`config.mk`:
```
export PLATFORM = sky130hd
export DESIGN_NAME = accel_bus_slave
export DESIGN_NICKNAME = d
export VERILOG_FILES = /design/src/rtl/accel_bus_pkg.sv /design/src/rtl/accel_bus_slave_fifo.sv /design/src/rtl/accel_bus_slave.sv
export SDC_FILE = /design/constraint.sdc
export NUM_CORES = 1
export LEC_CHECK = 0
export ABC_CLOCK_PERIOD_IN_PS = 3100
export CAP_MARGIN = 20
export CORE_MARGIN = 5
export CORE_UTILIZATION = 55
export DETAILED_ROUTE_END_ITERATION = 10
export PLACE_DENSITY = 0.82
export SYNTH_ARGS = -nofsm -noshare
export SYNTH_HDL_FRONTEND = slang
export SYNTH_HIERARCHICAL = 1
export SYNTH_SLANG_ARGS = --single-unit
```
`constraint.sdc`:
```
create_clock -name clk -period 3.1 [get_ports clk]
set_input_delay 0.465 -clock clk [delete_from_list [all_inputs] [get_ports clk]]
set_output_delay 0.465 -clock clk [all_outputs]
set_load 0.1 [all_outputs]
```
`src/rtl/accel_bus_pkg.sv`:
```
// accel_bus_pkg: register map, CTRL/STATUS bit positions and FSM state for the accelerator bus slave.
package accel_bus_pkg;
    localparam logic [1:0] ADDR_OPERAND = 2'd0;
    localparam logic [1:0] ADDR_CTRL    = 2'd1;
    localparam logic [1:0] ADDR_STATUS  = 2'd2;
    localparam logic [1:0] ADDR_RESULT  = 2'd3;
    localparam int CTRL_START    = 0;
    localparam int CTRL_CLR_DONE = 1;
    localparam int CTRL_CLR_ERR  = 2;
    localparam int CTRL_FLUSH    = 3;
    localparam int ST_OP_FULL   = 0;
    localparam int ST_OP_EMPTY  = 1;
    localparam int ST_RES_FULL  = 2;
    localparam int ST_RES_EMPTY = 3;
    localparam int ST_BUSY      = 4;
    localparam int ST_DONE      = 5;
    localparam int ST_OVERFLOW  = 6;
    localparam int ST_UNDERFLOW = 7;
    localparam int ST_CNT_LO    = 8;
    typedef enum logic {IDLE, RUN} state_t;
endpackage

```
`src/rtl/accel_bus_slave_fifo.sv`:
```
// sync_fifo: show-ahead synchronous FIFO; a pop on a full FIFO frees room for a same-cycle push.
module sync_fifo #(
    parameter int DATA_W = 16,
    parameter int DEPTH  = 16
) (
    input  logic                     clk,
    input  logic                     rst_n,
    input  logic                     push,
    input  logic                     pop,
    input  logic                     flush,
    input  logic [DATA_W-1:0]        din,
    output logic [DATA_W-1:0]        dout,
    output logic                     full,
    output logic                     empty,
    output logic [$clog2(DEPTH):0]   count
);
    localparam int AW = $clog2(DEPTH);
    logic [DATA_W-1:0] mem [DEPTH];
    logic [AW-1:0]     wr_ptr, rd_ptr;
    logic              do_push, do_pop;
    assign full    = count == (AW+1)'(DEPTH);
    assign empty   = count == '0;
    assign do_pop  = pop && !empty;
    assign do_push = push && (!full || do_pop);
    assign dout    = mem[rd_ptr];
    always_ff @(posedge clk) begin
        if (do_push) mem[wr_ptr] <= din;
    end
    always_ff @(posedge clk) begin
        if (!rst_n || flush) begin
            wr_ptr <= '0;
            rd_ptr <= '0;
            count  <= '0;
        end else begin
            if (do_push) wr_ptr <= wr_ptr + 1'b1;
            if (do_pop) rd_ptr <= rd_ptr + 1'b1;
            count <= count + (AW+1)'(do_push) - (AW+1)'(do_pop);
        end
    end
endmodule

```
`src/rtl/accel_bus_slave.sv`:
```
// accel_bus_slave: CPU bus endpoint decoding operand/ctrl writes and status/result reads
// for the NN accelerator, with operand and result FIFOs and an IDLE/RUN sequencer.
module accel_bus_slave
    import accel_bus_pkg::*;
#(
    parameter int DATA_W    = 16,
    parameter int OP_DEPTH  = 16,
    parameter int RES_DEPTH = 16
) (
    input  logic              clk,
    input  logic              rst_n,
    input  logic              bus_wr,
    input  logic              bus_rd,
    input  logic [1:0]        bus_addr,
    input  logic [DATA_W-1:0] bus_data_in,
    output logic [DATA_W-1:0] bus_data_out,
    output logic              acc_start,
    output logic              acc_abort,
    input  logic              acc_done,
    output logic              acc_op_valid,
    input  logic              acc_op_ready,
    output logic [DATA_W-1:0] acc_op_data,
    input  logic              acc_res_valid,
    output logic              acc_res_ready,
    input  logic [DATA_W-1:0] acc_res_data
);
    state_t                      state;
    logic                        done, overflow, underflow;
    logic                        op_full, op_empty, res_full, res_empty;
    logic [$clog2(OP_DEPTH):0]   op_count;
    logic [$clog2(RES_DEPTH):0]  res_count;
    logic [DATA_W-1:0]           res_head, status;
    logic                        wr_op, wr_ctrl, rd_res, flush, op_pop, res_push;
    assign wr_op         = bus_wr && bus_addr == ADDR_OPERAND;
    assign wr_ctrl       = bus_wr && bus_addr == ADDR_CTRL;
    assign rd_res        = bus_rd && bus_addr == ADDR_RESULT;
    assign flush         = wr_ctrl && bus_data_in[CTRL_FLUSH];
    assign acc_op_valid  = !op_empty;
    assign acc_res_ready = !res_full;
    assign op_pop        = acc_op_valid && acc_op_ready;
    assign res_push      = acc_res_valid && acc_res_ready;
    sync_fifo #(.DATA_W(DATA_W), .DEPTH(OP_DEPTH)) u_op_fifo (
        .clk(clk), .rst_n(rst_n), .push(wr_op), .pop(acc_op_ready), .flush(flush),
        .din(bus_data_in), .dout(acc_op_data), .full(op_full), .empty(op_empty), .count(op_count)
    );
    sync_fifo #(.DATA_W(DATA_W), .DEPTH(RES_DEPTH)) u_res_fifo (
        .clk(clk), .rst_n(rst_n), .push(res_push), .pop(rd_res), .flush(flush),
        .din(acc_res_data), .dout(res_head), .full(res_full), .empty(res_empty), .count(res_count)
    );
    always_comb begin
        status = '0;
        status[ST_OP_FULL]   = op_full;
        status[ST_OP_EMPTY]  = op_empty;
        status[ST_RES_FULL]  = res_full;
        status[ST_RES_EMPTY] = res_empty;
        status[ST_BUSY]      = state == RUN;
        status[ST_DONE]      = done;
        status[ST_OVERFLOW]  = overflow;
        status[ST_UNDERFLOW] = underflow;
        status[ST_CNT_LO +: 5] = 5'(res_count);
    end
    // an empty RESULT read returns 0 rather than the stale slot under the read pointer
    assign bus_data_out = !bus_rd || bus_addr == ADDR_STATUS ? status :
                          bus_addr == ADDR_RESULT ? (res_empty ? '0 : res_head) : '0;
    always_ff @(posedge clk) begin
        if (!rst_n) begin
            state     <= IDLE;
            done      <= 1'b0;
            overflow  <= 1'b0;
            underflow <= 1'b0;
            acc_start <= 1'b0;
            acc_abort <= 1'b0;
        end else begin
            acc_start <= 1'b0;
            acc_abort <= 1'b0;
            if (wr_ctrl && bus_data_in[CTRL_CLR_DONE]) done <= 1'b0;
            if (wr_ctrl && bus_data_in[CTRL_CLR_ERR]) begin
                overflow  <= 1'b0;
                underflow <= 1'b0;
            end
            if (wr_op && op_full && !op_pop) overflow <= 1'b1;
            if (rd_res && res_empty) underflow <= 1'b1;
            if (flush) begin
                state     <= IDLE;
                acc_abort <= state == RUN;
            end else if (state == IDLE && wr_ctrl && bus_data_in[CTRL_START]) begin
                state     <= RUN;
                acc_start <= 1'b1;
                done      <= 1'b0;
            end else if (state == RUN && acc_done) begin
                state <= IDLE;
                done  <= 1'b1;
            end
        end
    end
endmodule

```
==> run metrics, run 1 <==
largest net degree at the start of global routing 30; RSZ-0062 raised after global routing true; synthesized cell area about 22000 um2; Netlist cell types 44; nets@finish between 1000 and 1500; Fill cells ~2300; most common cell after layout, fill and taps aside edfxtp_1; CP arrival 2660 ps; global-route wire length before repair slightly below 80 mm; Slew @ Worst Pin about 720 ps; Final Hold Vio Count 0; row count 72; worst rel slew slack between 50 and 60%; Hold Path Origin u_op_fifo/rd_ptr[1]$_SDFFE_PP0P_; failing checks negative setup slack; combinational cell fraction of total power roughly 24%; post-synthesis register bit count about 550; Die Area 43500 um2; crit-path max cell delay about 540 ps; max-cap violation count 0; endpoints failing setup 7; RD Place Congestion ~0.81; DRT antenna net count 0; Core ar. 38800 um2; I/O Pins 77; Overflow after GRT 0; Post-synth EDFFs slightly above 500; Reg-to-Reg Start u_res_fifo/count[3]$_SDFF_PP0_; CTS max path bufs 3; Net Sw Power about 5.6 mW; CP max FO 7; post-layout min period about 3100 ps; post-DR wirelength/cell 29.1 um; most frequent cells in the layout edfxtp_1, mux4_2, buf_4; initial antenna violation count 2; CTS Hold Bufs 0; Clock Power Share roughly a third; count of warnings emitted by yosys 6; drt drc 0; chip height roughly 210 um; ys async rst share 0%; Post-Syn Nets roughly 1100; FF-to-FF path depth 13; Final WS setup -24.4 ps; Buffers on Ports 76; switching portion of total power 28.6%; vias in the first global route 12000; Die Wd between 200 and 250 um; Initial Util a little under three fifths; area grow syn2layout 21.2%; post-synthesis average cell area between 20 and 25 um2; area share of the largest cell type after synthesis between 70% and 80%; sequential power share between 40% and 50%; Power Density approximately 740 nW/um2; htree depth 2; Peak VDD IR around 0.60 mV; Clock Tree Root clkbuf_16; CTS Sinks roughly 550; sequential element share of the synthesized area ~75%; critical-path cell with the highest stage delay mux4_2; final setup TNS -97.7 ps; Clock Skew roughly 26 ps; worst setup slack after placement -201 ps; Cells on Worst Hold Path 2; Critical Path End Type output port; crit path kind register to output port; Main synth FF type edfxtp_1; Final HPWL DP approximately 30 mm; gr usage total between 20% and 30%; routed vias around 11000; Worst EP required approximately 2600 ps; status finished, violations left; total wire length roughly 53 mm; period utilization 101%; Synth area leader edfxtp_1; critical path cell sequence buf_16 -> mux4_2 -> a22oi_2 -> nand2_1 -> a22o_1 -> buf_12; internal power 13.9 mW; DR iter-0 viols 1227; FMAX ~320 MHz; Critical Path Start Type register; Clk pin slew, worst setup/hold paths 70 ps; Pre-Repair DR Iteration Count 5; Synth Instances between 1000 and 1500; layout cells sized above 1 a little under a third; leakage between 8 and 9 nW; max-slew violation count 0; Worst-Skew Late Latency 610 ps; Inserted Clock Buffers 52; routed vias/inst roughly 6.3; CTS tree yes; Synth area leaders edfxtp_1, mux4_2, dfxtp_1; Hold WC Path Type register to register
-- cell type report --
cell class | instances | area, um2 | area share [%]
multi-input combinational | 434 | 5320 | 20.2
sequential | 552 | 16200 | 61.6
timing repair buffer | 191 | 2370 | 9.02
clock inverter | 34 | 324 | 1.23
tap | 518 | 648 | 2.47
clock buffer | 62 | 1340 | 5.09
antenna | 1 | 2.50 | 0.00952
inverter | 26 | 97.6 | 0.371
-- critical path, delay by kind of cell, from the launching register on --
kind / cells / cell delay [ps]
AND/OR/NAND/NOR: 1 / 150
buffers and inverters: 2 / 360
multiplexers: 1 / 540
AO/OA/AOI/OAI: 2 / 500
flip-flops: 1 / 490
-- flip-flops by register name, summed over array words and instances, names as in the netlist, 4 cells and up, named ones only --
name / count
u_op_fifo/mem: 256
u_res_fifo/mem: 256
u_op_fifo/count: 5
u_res_fifo/count: 5
u_op_fifo/rd_ptr: 4
u_op_fifo/wr_ptr: 4
u_res_fifo/rd_ptr: 4
u_res_fifo/wr_ptr: 4
-- through the flow --
stage | utilization (%) | hold slack (ps) | std cells | instance area [um2] | total power [mW]
2_1_floorplan | - | 454 | 1064 | 21700 | 11.5
3_3_place_gp | 62.0 | 482 | 1697 | 24100 | 12.9
3_5_place_dp | 62.0 | 487 | 1697 | 24100 | 13.0
4_1_cts | 67.0 | 509 | 1806 | 26000 | 19.4
5_1_grt | 67.7 | 526 | 1818 | 26300 | 20.2
6_report | 67.7 | 505 | 1818 | 26300 | 19.5
-- cell usage after synthesis, types with 13 or more instances --
library cell,number
dfxtp_1,40
mux4_1,20
ha_1,22
nand3_1,19
nand2_1,43
a21oi_1,13
and2_1,19
a22oi_1,65
nor2_1,31
edfxtp_1,512
inv_1,26
mux4_2,108
-- metal layers --
metal	share of wire, %	track usage (%)	vias up	routed length [um]
li1	-	-	4770	-
met1	34	29.0	5840	18000
met2	53	42.0	652	28000
met3	8.7	5.23	123	4620
met4	4.1	10.4	2	2170
met5	0.013	0	-	7
-- kinds of logic (layout without fill, tap and decap cells) --
logic type | count (synthesis) | in the layout | synth area share [%]
simple gates | 162 | 162 | 3.89
compound gates | 106 | 106 | 3.70
fa+ha+maj | 24 | 24 | 1.45
mux | 128 | 128 | 13.6
other cells | 0 | 1 | 0
buf+inv | 78 | 313 | 2.19
flops | 552 | 552 | 74.6
xor+xnor | 14 | 14 | 0.565
-- what timing repair did --
item	CTS	global route
setup endpoints to repair	18	18
cloned	3	2
pin swaps	5	19
setup buffers	10	9
resized for setup	27	39
-- worst paths after layout --
kind                                      end  slack, ps
max                          bus_data_out[10]        -20
min reg2reg  u_op_fifo/rd_ptr[1]$_SDFFE_PP0P_        510
max reg2reg    u_res_fifo/count[4]$_SDFF_PP0_         90
min          u_op_fifo/rd_ptr[1]$_SDFFE_PP0P_        510
-- power groups by stage --
stage          clock [mW]  combinational [mW]  sequential, mW
2_1_floorplan           0                2.93            8.61
3_3_place_gp            0                4.22            8.69
3_5_place_dp            0                4.30            8.71
4_1_cts              6.33                4.56            8.53
5_1_grt              6.67                4.93            8.55
6_report             6.26                4.69            8.54
Note: power is estimated with default switching activity, not from simulation.
==> inputs of run 2 (changes only) <==
- CORE_UTILIZATION: 55 -> 45
- CTS_CLUSTER_DIAMETER: default -> 40
- PLACE_DENSITY: 0.82 -> 0.7
==> run metrics, run 2 (synthesized netlist as in run 1, its figures left out) <==
Hold Path Origin u_op_fifo/rd_ptr[1]$_SDFFE_PP0P_ (unchanged); post-DR wirelength/cell 25.2 um (was 29.1 um); largest net degree at the start of global routing 65 (was 30); Inserted Clock Buffers 74 (was 52); DP Cell Count 1779 (was 1697); Power Density 796 nW/um2 (was 741 nW/um2); Clock Tree Root clkbuf_16 (unchanged); combinational cell fraction of total power 21.2% (was 24.1%); drt drc 0 (unchanged); GRT met1 Usage 24.0% (was 29.0%); status finished, violations left (unchanged); I/O Pins 77 (unchanged); FF-to-FF path depth 13 (unchanged); Cells on Worst Hold Path 2 (unchanged); CP max FO 9 (was 7); Overflow after GRT 0 (unchanged); tightest hold margin 495 ps (was 505 ps); Final HPWL DP 27.4 mm (was 29.5 mm); layout cells sized above 1 32.8% (was 31.6%); nets@finish 1346 (was 1322); htree depth 3 (was 2); DR iter-0 viols 1176 (was 1227); max-slew violation count 0 (unchanged); Reg-to-Reg Start u_op_fifo/count[2]$_SDFF_PP0_ (was u_res_fifo/count[3]$_SDFF_PP0_); Pre-Repair DR Iteration Count 7 (was 5); internal power 15.6 mW (was 13.9 mW); Hold WC Path Type register to register (unchanged); total wire length 49.2 mm (was 52.8 mm); area grow syn2layout 25.1% (was 21.2%); crit-path max cell delay 510 ps (was 540 ps); chip height 230 um (was 209 um); Reg2Reg Capture Point u_op_fifo/count[4]$_SDFF_PP0_ (was u_res_fifo/count[4]$_SDFF_PP0_); Final Hold Vio Count 0 (unchanged); RSZ-0062 raised after global routing true (unchanged); failing checks negative setup slack (unchanged); most common cell after layout, fill and taps aside edfxtp_1 (unchanged); initial antenna violation count 1 (was 2); critical-path cell with the highest stage delay mux4_2 (unchanged); Initial Util 45.4% (was 55.9%); Clock Skew 23.3 ps (was 25.8 ps); worst rel slew slack 37.3% (was 52.2%); global-route wire length before repair 73.0 mm (was 76.9 mm); Buffers on Ports 76 (unchanged); sequential power share 39.5% (was 43.8%); post-layout min period 3130 ps (was 3120 ps); Core ar. 47700 um2 (was 38800 um2); worst setup slack after placement -146 ps (was -201 ps); Worst EP required 2630 ps (about the same); crit path kind register to output port (unchanged); switching portion of total power 27.6% (was 28.6%); vias in the first global route 11600 (was 12000); CTS Sinks 552 (unchanged); Net Sw Power 5.96 mW (was 5.57 mW); RD Place Congestion 0.791 (was 0.812); DRT antenna net count 0 (unchanged); routed vias 11300 (was 11400); leakage 9.00 nW (was 8.64 nW); Final WS setup -27.0 ps (was -24.4 ps); dominant cell type by count on the critical path buf_12; critical path cell sequence buf_12 -> buf_12 -> buf_4 -> mux4_2 -> a22oi_2 -> nand2_1 -> a22o_1 -> buf_12 (was buf_16 -> mux4_2 -> a22oi_2 -> nand2_1 -> a22o_1 -> buf_12); routed vias/inst 5.77 (was 6.26); Fill cells 3373 (was 2260); CP arrival 2660 ps (about the same); Clk pin slew, worst setup/hold paths 60 ps (was 70 ps); Slew @ Worst Pin 939 ps (was 716 ps); Peak VDD IR 1.10 mV (was 0.597 mV); max-cap violation count 0 (unchanged); Reg2Reg Setup Slack 210 ps (was 90 ps); Critical Path Start Type register (unchanged); Clock Power Share 39.3% (was 32.1%); Critical Path End Type output port (unchanged); Final Non-Filler Cells 1958 (was 1818); FMAX 320 MHz (about the same); Worst-Skew Late Latency 600 ps (was 610 ps); endpoints failing setup 1 (was 7); Die Wd 230 um (was 209 um); period utilization 101% (about the same); gr usage total 18.4% (was 24.0%); GR Util met2 30.5% (was 42.0%); top flop regs u_op_fifo/mem: 256 flops, u_res_fifo/mem: 256 flops (unchanged); CTS tree yes (unchanged); most used routing layer met2 (unchanged); final setup TNS -27.0 ps (was -97.7 ps); Die Area 52700 um2 (was 43500 um2); met3 Use GR 4.71% (was 5.23%); row count 80 (was 72); most frequent cells in the layout edfxtp_1, mux4_2, buf_4 (unchanged); CTS max path bufs 3 (unchanged)
[run 2: layer usage]
| layer | share of wire [%] | up-vias |
|---|---|---|
| li1 | - | 4835 |
| met1 | 39 | 5894 |
| met2 | 50 | 463 |
| met3 | 7.9 | 101 |
| met4 | 2.8 | 0 |
| met5 | 0 | - |
[run 2: cell type report]
cell class,count,area [um2],share of cell area [%]
Inverter,26,101,0.374
Tap cell,615,769,2.84
Clock inverter,44,469,1.73
Antenna cell,1,2.50,0.00922
Sequential cell,552,16200,59.7
Multi-Input combinational cell,434,5230,19.3
Timing Repair Buffer,193,2340,8.63
Clock buffer,93,2030,7.48
[run 2: critical path: cells and delay by family, from the launching register on]
family          cells  cell delay, ps
mux                 1             510
simple gates        1              80
flops               1             400
compound gates      2             480
buf+inv             4             590
[run 2: worst max path at each step]
stage / startpoint / endpoint / slack [ps]
2_1_floorplan: u_res_fifo/count[2]$_SDFF_PP0_ / u_res_fifo/count[4]$_SDFF_PP0_ / 140
3_3_place_gp: bus_rd / u_res_fifo/count[4]$_SDFF_PP0_ / -130
3_5_place_dp: bus_rd / u_res_fifo/count[4]$_SDFF_PP0_ / -150
4_1_cts: register / bus_data_out[8] / -40
5_1_grt: register / bus_data_out[3] / -90
6_report: register / bus_data_out[4] / -30
[run 2: repair_timing]
action,in CTS,in global routing
pin swaps,3,9
endpoints found under the setup margin,15,27
hold buffers,0,0
resized for setup,9,32
setup buffers,9,29
cloned,0,3
[run 2: metrics by stage]
stage | area (um2) | power [mW] | util, %
floorplan | 21700 | 11.5 | -
global placement | 24100 | 12.9 | 50.4
detailed placement | 24100 | 12.9 | 50.4
CTS | 26700 | 21.5 | 56.0
global route | 27100 | 22.4 | 56.8
finish | 27100 | 21.6 | 56.8
[run 2: power groups by stage]
stage / clock (mW) / combinational, mW / sequential (mW)
6_report: 8.48 / 4.58 / 8.54
3_5_place_dp: 0 / 4.20 / 8.71
3_3_place_gp: 0 / 4.15 / 8.71
5_1_grt: 8.98 / 4.84 / 8.56
2_1_floorplan: 0 / 2.93 / 8.61
4_1_cts: 8.62 / 4.30 / 8.56
==> inputs of run 3 (changes only) <==
- CORE_MARGIN: 5 -> 1.5
==> run metrics, run 3 (synthesized netlist as in run 1, its figures left out) <==
Overflow after GRT 0 (unchanged); Pre-Repair DR Iteration Count 5 (was 7); initial antenna violation count 3 (was 1); crit-path max cell delay 490 ps (was 510 ps); period utilization 99.1% (was 101%); Critical Path Start Type register (unchanged); endpoints failing setup 0 (was 1); CP arrival 2610 ps (was 2660 ps); CP delay by family, top compound AO/OA/AOI/OAI gates (was buffers and inverters); FMAX 325 MHz (was 320 MHz); vias in the first global route 11500 (was 11600); Die Wd 223 um (was 230 um); CTS Sinks 552 (unchanged); placed inst area 24000 um2 (was 24100 um2); RSZ-0062 raised after global routing true (unchanged); Worst Setup EP bus_data_out[10] (was bus_data_out[4]); Core ar. 47600 um2 (was 47700 um2); Worst-Skew Late Latency 600 ps (about the same); nets@finish 1308 (was 1346); Bufs and invs on worst path 3 (was 4); Reg-to-Reg Start u_res_fifo/count[3]$_SDFF_PP0_ (was u_op_fifo/count[2]$_SDFF_PP0_); Reg2Reg Capture Point u_res_fifo/count[4]$_SDFF_PP0_ (was u_op_fifo/count[4]$_SDFF_PP0_); gr usage total 20.0% (was 18.4%); most frequent cells in the layout edfxtp_1, mux4_2, clkbuf_16 (was edfxtp_1, mux4_2, buf_4); status finished, final reports clean (was finished, violations left); tightest hold margin 502 ps (was 495 ps); crit path kind register to output port (unchanged); Worst EP required 2630 ps (about the same); drt drc 0 (unchanged); max-slew violation count 0 (unchanged); RD Place Congestion 0.749 (was 0.791); total wire length 48.5 mm (was 49.2 mm); DRT antenna net count 0 (unchanged); CP Depth 7 (was 8); most common cell after layout, fill and taps aside edfxtp_1 (unchanged); CP max FO 5 (was 9); Clock Skew 18.9 ps (was 23.3 ps); largest net degree at the start of global routing 65 (unchanged); post-DR wirelength/cell 25.4 um (was 25.2 um); Sequential Area 16200 um2 (unchanged); critical path cell sequence buf_6 -> buf_16 -> mux4_2 -> a22oi_1 -> nand2_1 -> a22o_2 -> buf_12 (was buf_12 -> buf_12 -> buf_4 -> mux4_2 -> a22oi_2 -> nand2_1 -> a22o_1 -> buf_12); Buffers on Ports 76 (unchanged); htree depth 3 (unchanged); Fill cells 3508 (was 3373); CTS tree yes (unchanged); Power Density 786 nW/um2 (was 796 nW/um2); area of the multi-input gates 5190 um2 (was 5230 um2); Clk pin slew, worst setup/hold paths 50 ps (was 60 ps); leakage 8.69 nW (was 9.00 nW); Reg2Reg Setup Slack 180 ps (was 210 ps); layout cells sized above 1 30.3% (was 32.8%); post-layout min period 3070 ps (was 3130 ps); I/O Pins 77 (unchanged); Inserted Clock Buffers 69 (was 74); worst rel slew slack 55.5% (was 37.3%); top flop regs u_op_fifo/mem: 256 flops, u_res_fifo/mem: 256 flops (unchanged); CTS max path bufs 3 (unchanged); Design Power 20.8 mW (was 21.6 mW); Post-Layout Inst Area 26500 um2 (was 27100 um2); Slew @ Worst Pin 667 ps (was 939 ps); Final HPWL DP 27.6 mm (was 27.4 mm); final setup TNS 0 ps (was -27.0 ps); chip height 223 um (was 230 um); row count 80 (unchanged); Die Area 49500 um2 (was 52700 um2); global-route wire length before repair 72.1 mm (was 73.0 mm); Peak VDD IR 0.553 mV (was 1.10 mV); Clock Tree Root clkbuf_16 (unchanged); Critical Path End Type output port (unchanged); DR iter-0 viols 1050 (was 1176); routed vias/inst 5.76 (was 5.77); critical-path cell with the highest stage delay mux4_2 (unchanged); CTS Hold Bufs 0 (unchanged); area grow syn2layout 22.3% (was 25.1%); routed vias 11000 (was 11300); FF-to-FF path depth 13 (unchanged); Final Hold Vio Count 0 (unchanged); Initial Util 45.5% (was 45.4%); Hold WC Path Type register to register (unchanged); max-cap violation count 0 (unchanged)
==> run 3: where the power goes <==
group	total (mW)	switching (mW)	internal (mW)
registers	8.52	0.150	8.38
clock network	7.94	3.11	4.83
logic	4.38	2.53	1.85
==> run 3: layout make-up <==
class                      instances  share of cell area, %
clock inverter                    40                   1.61
timing repair buffer             160                   7.42
sequential                       552                   61.0
antenna                            2                 0.0189
inverter                          26                  0.368
clock buffer                      81                   7.11
multi-input combinational        434                   19.6
tap                              615                   2.90
==> run 3: repair_timing <==
action	in CTS	in global routing
gates cloned	4	1
setup buffers	5	0
setup endpoints to repair	19	18
endpoints found under the hold margin	0	0
pin swaps	5	2
resized for setup	19	20
==> run 3: tightest hold or removal path: stages, from the launching register on <==
cell and delay (ps):
dfxtp_1 320, nand2_1 60, a21oi_1 70
==> run 3: how the worst min path moves through the flow <==
stage | startpoint | to | cells past startpoint
2_1_floorplan | overflow$_SDFFE_PN0P_ | overflow$_SDFFE_PN0P_ | 2
3_3_place_gp | u_res_fifo/rd_ptr[1]$_SDFFE_PP0P_ | register | 2
3_5_place_dp | u_res_fifo/rd_ptr[1]$_SDFFE_PP0P_ | register | 2
4_1_cts | u_res_fifo/rd_ptr[1]$_SDFFE_PP0P_ | register | 2
5_1_grt | u_res_fifo/rd_ptr[1]$_SDFFE_PP0P_ | register | 2
6_report | u_op_fifo/rd_ptr[1]$_SDFFE_PP0P_ | register | 2
==> run 3: through the flow <==
stage	cells	util (%)	setup slack (ps)
detailed placement	1778	50.3	-135
global placement	1778	50.3	-82.1
global route	1910	55.7	-33.9
finish	1910	55.7	27.5
floorplan	1064	-	144
CTS	1908	55.6	-20.9
==> run 3: per-layer routing <==
layer	vias up	track usage (%)	routed length, um
met1	5724	26.0	19400
met2	412	32.8	24000
met5	-	0	13
met3	101	4.22	3380
li1	4757	-	-
met4	2	8.34	1650
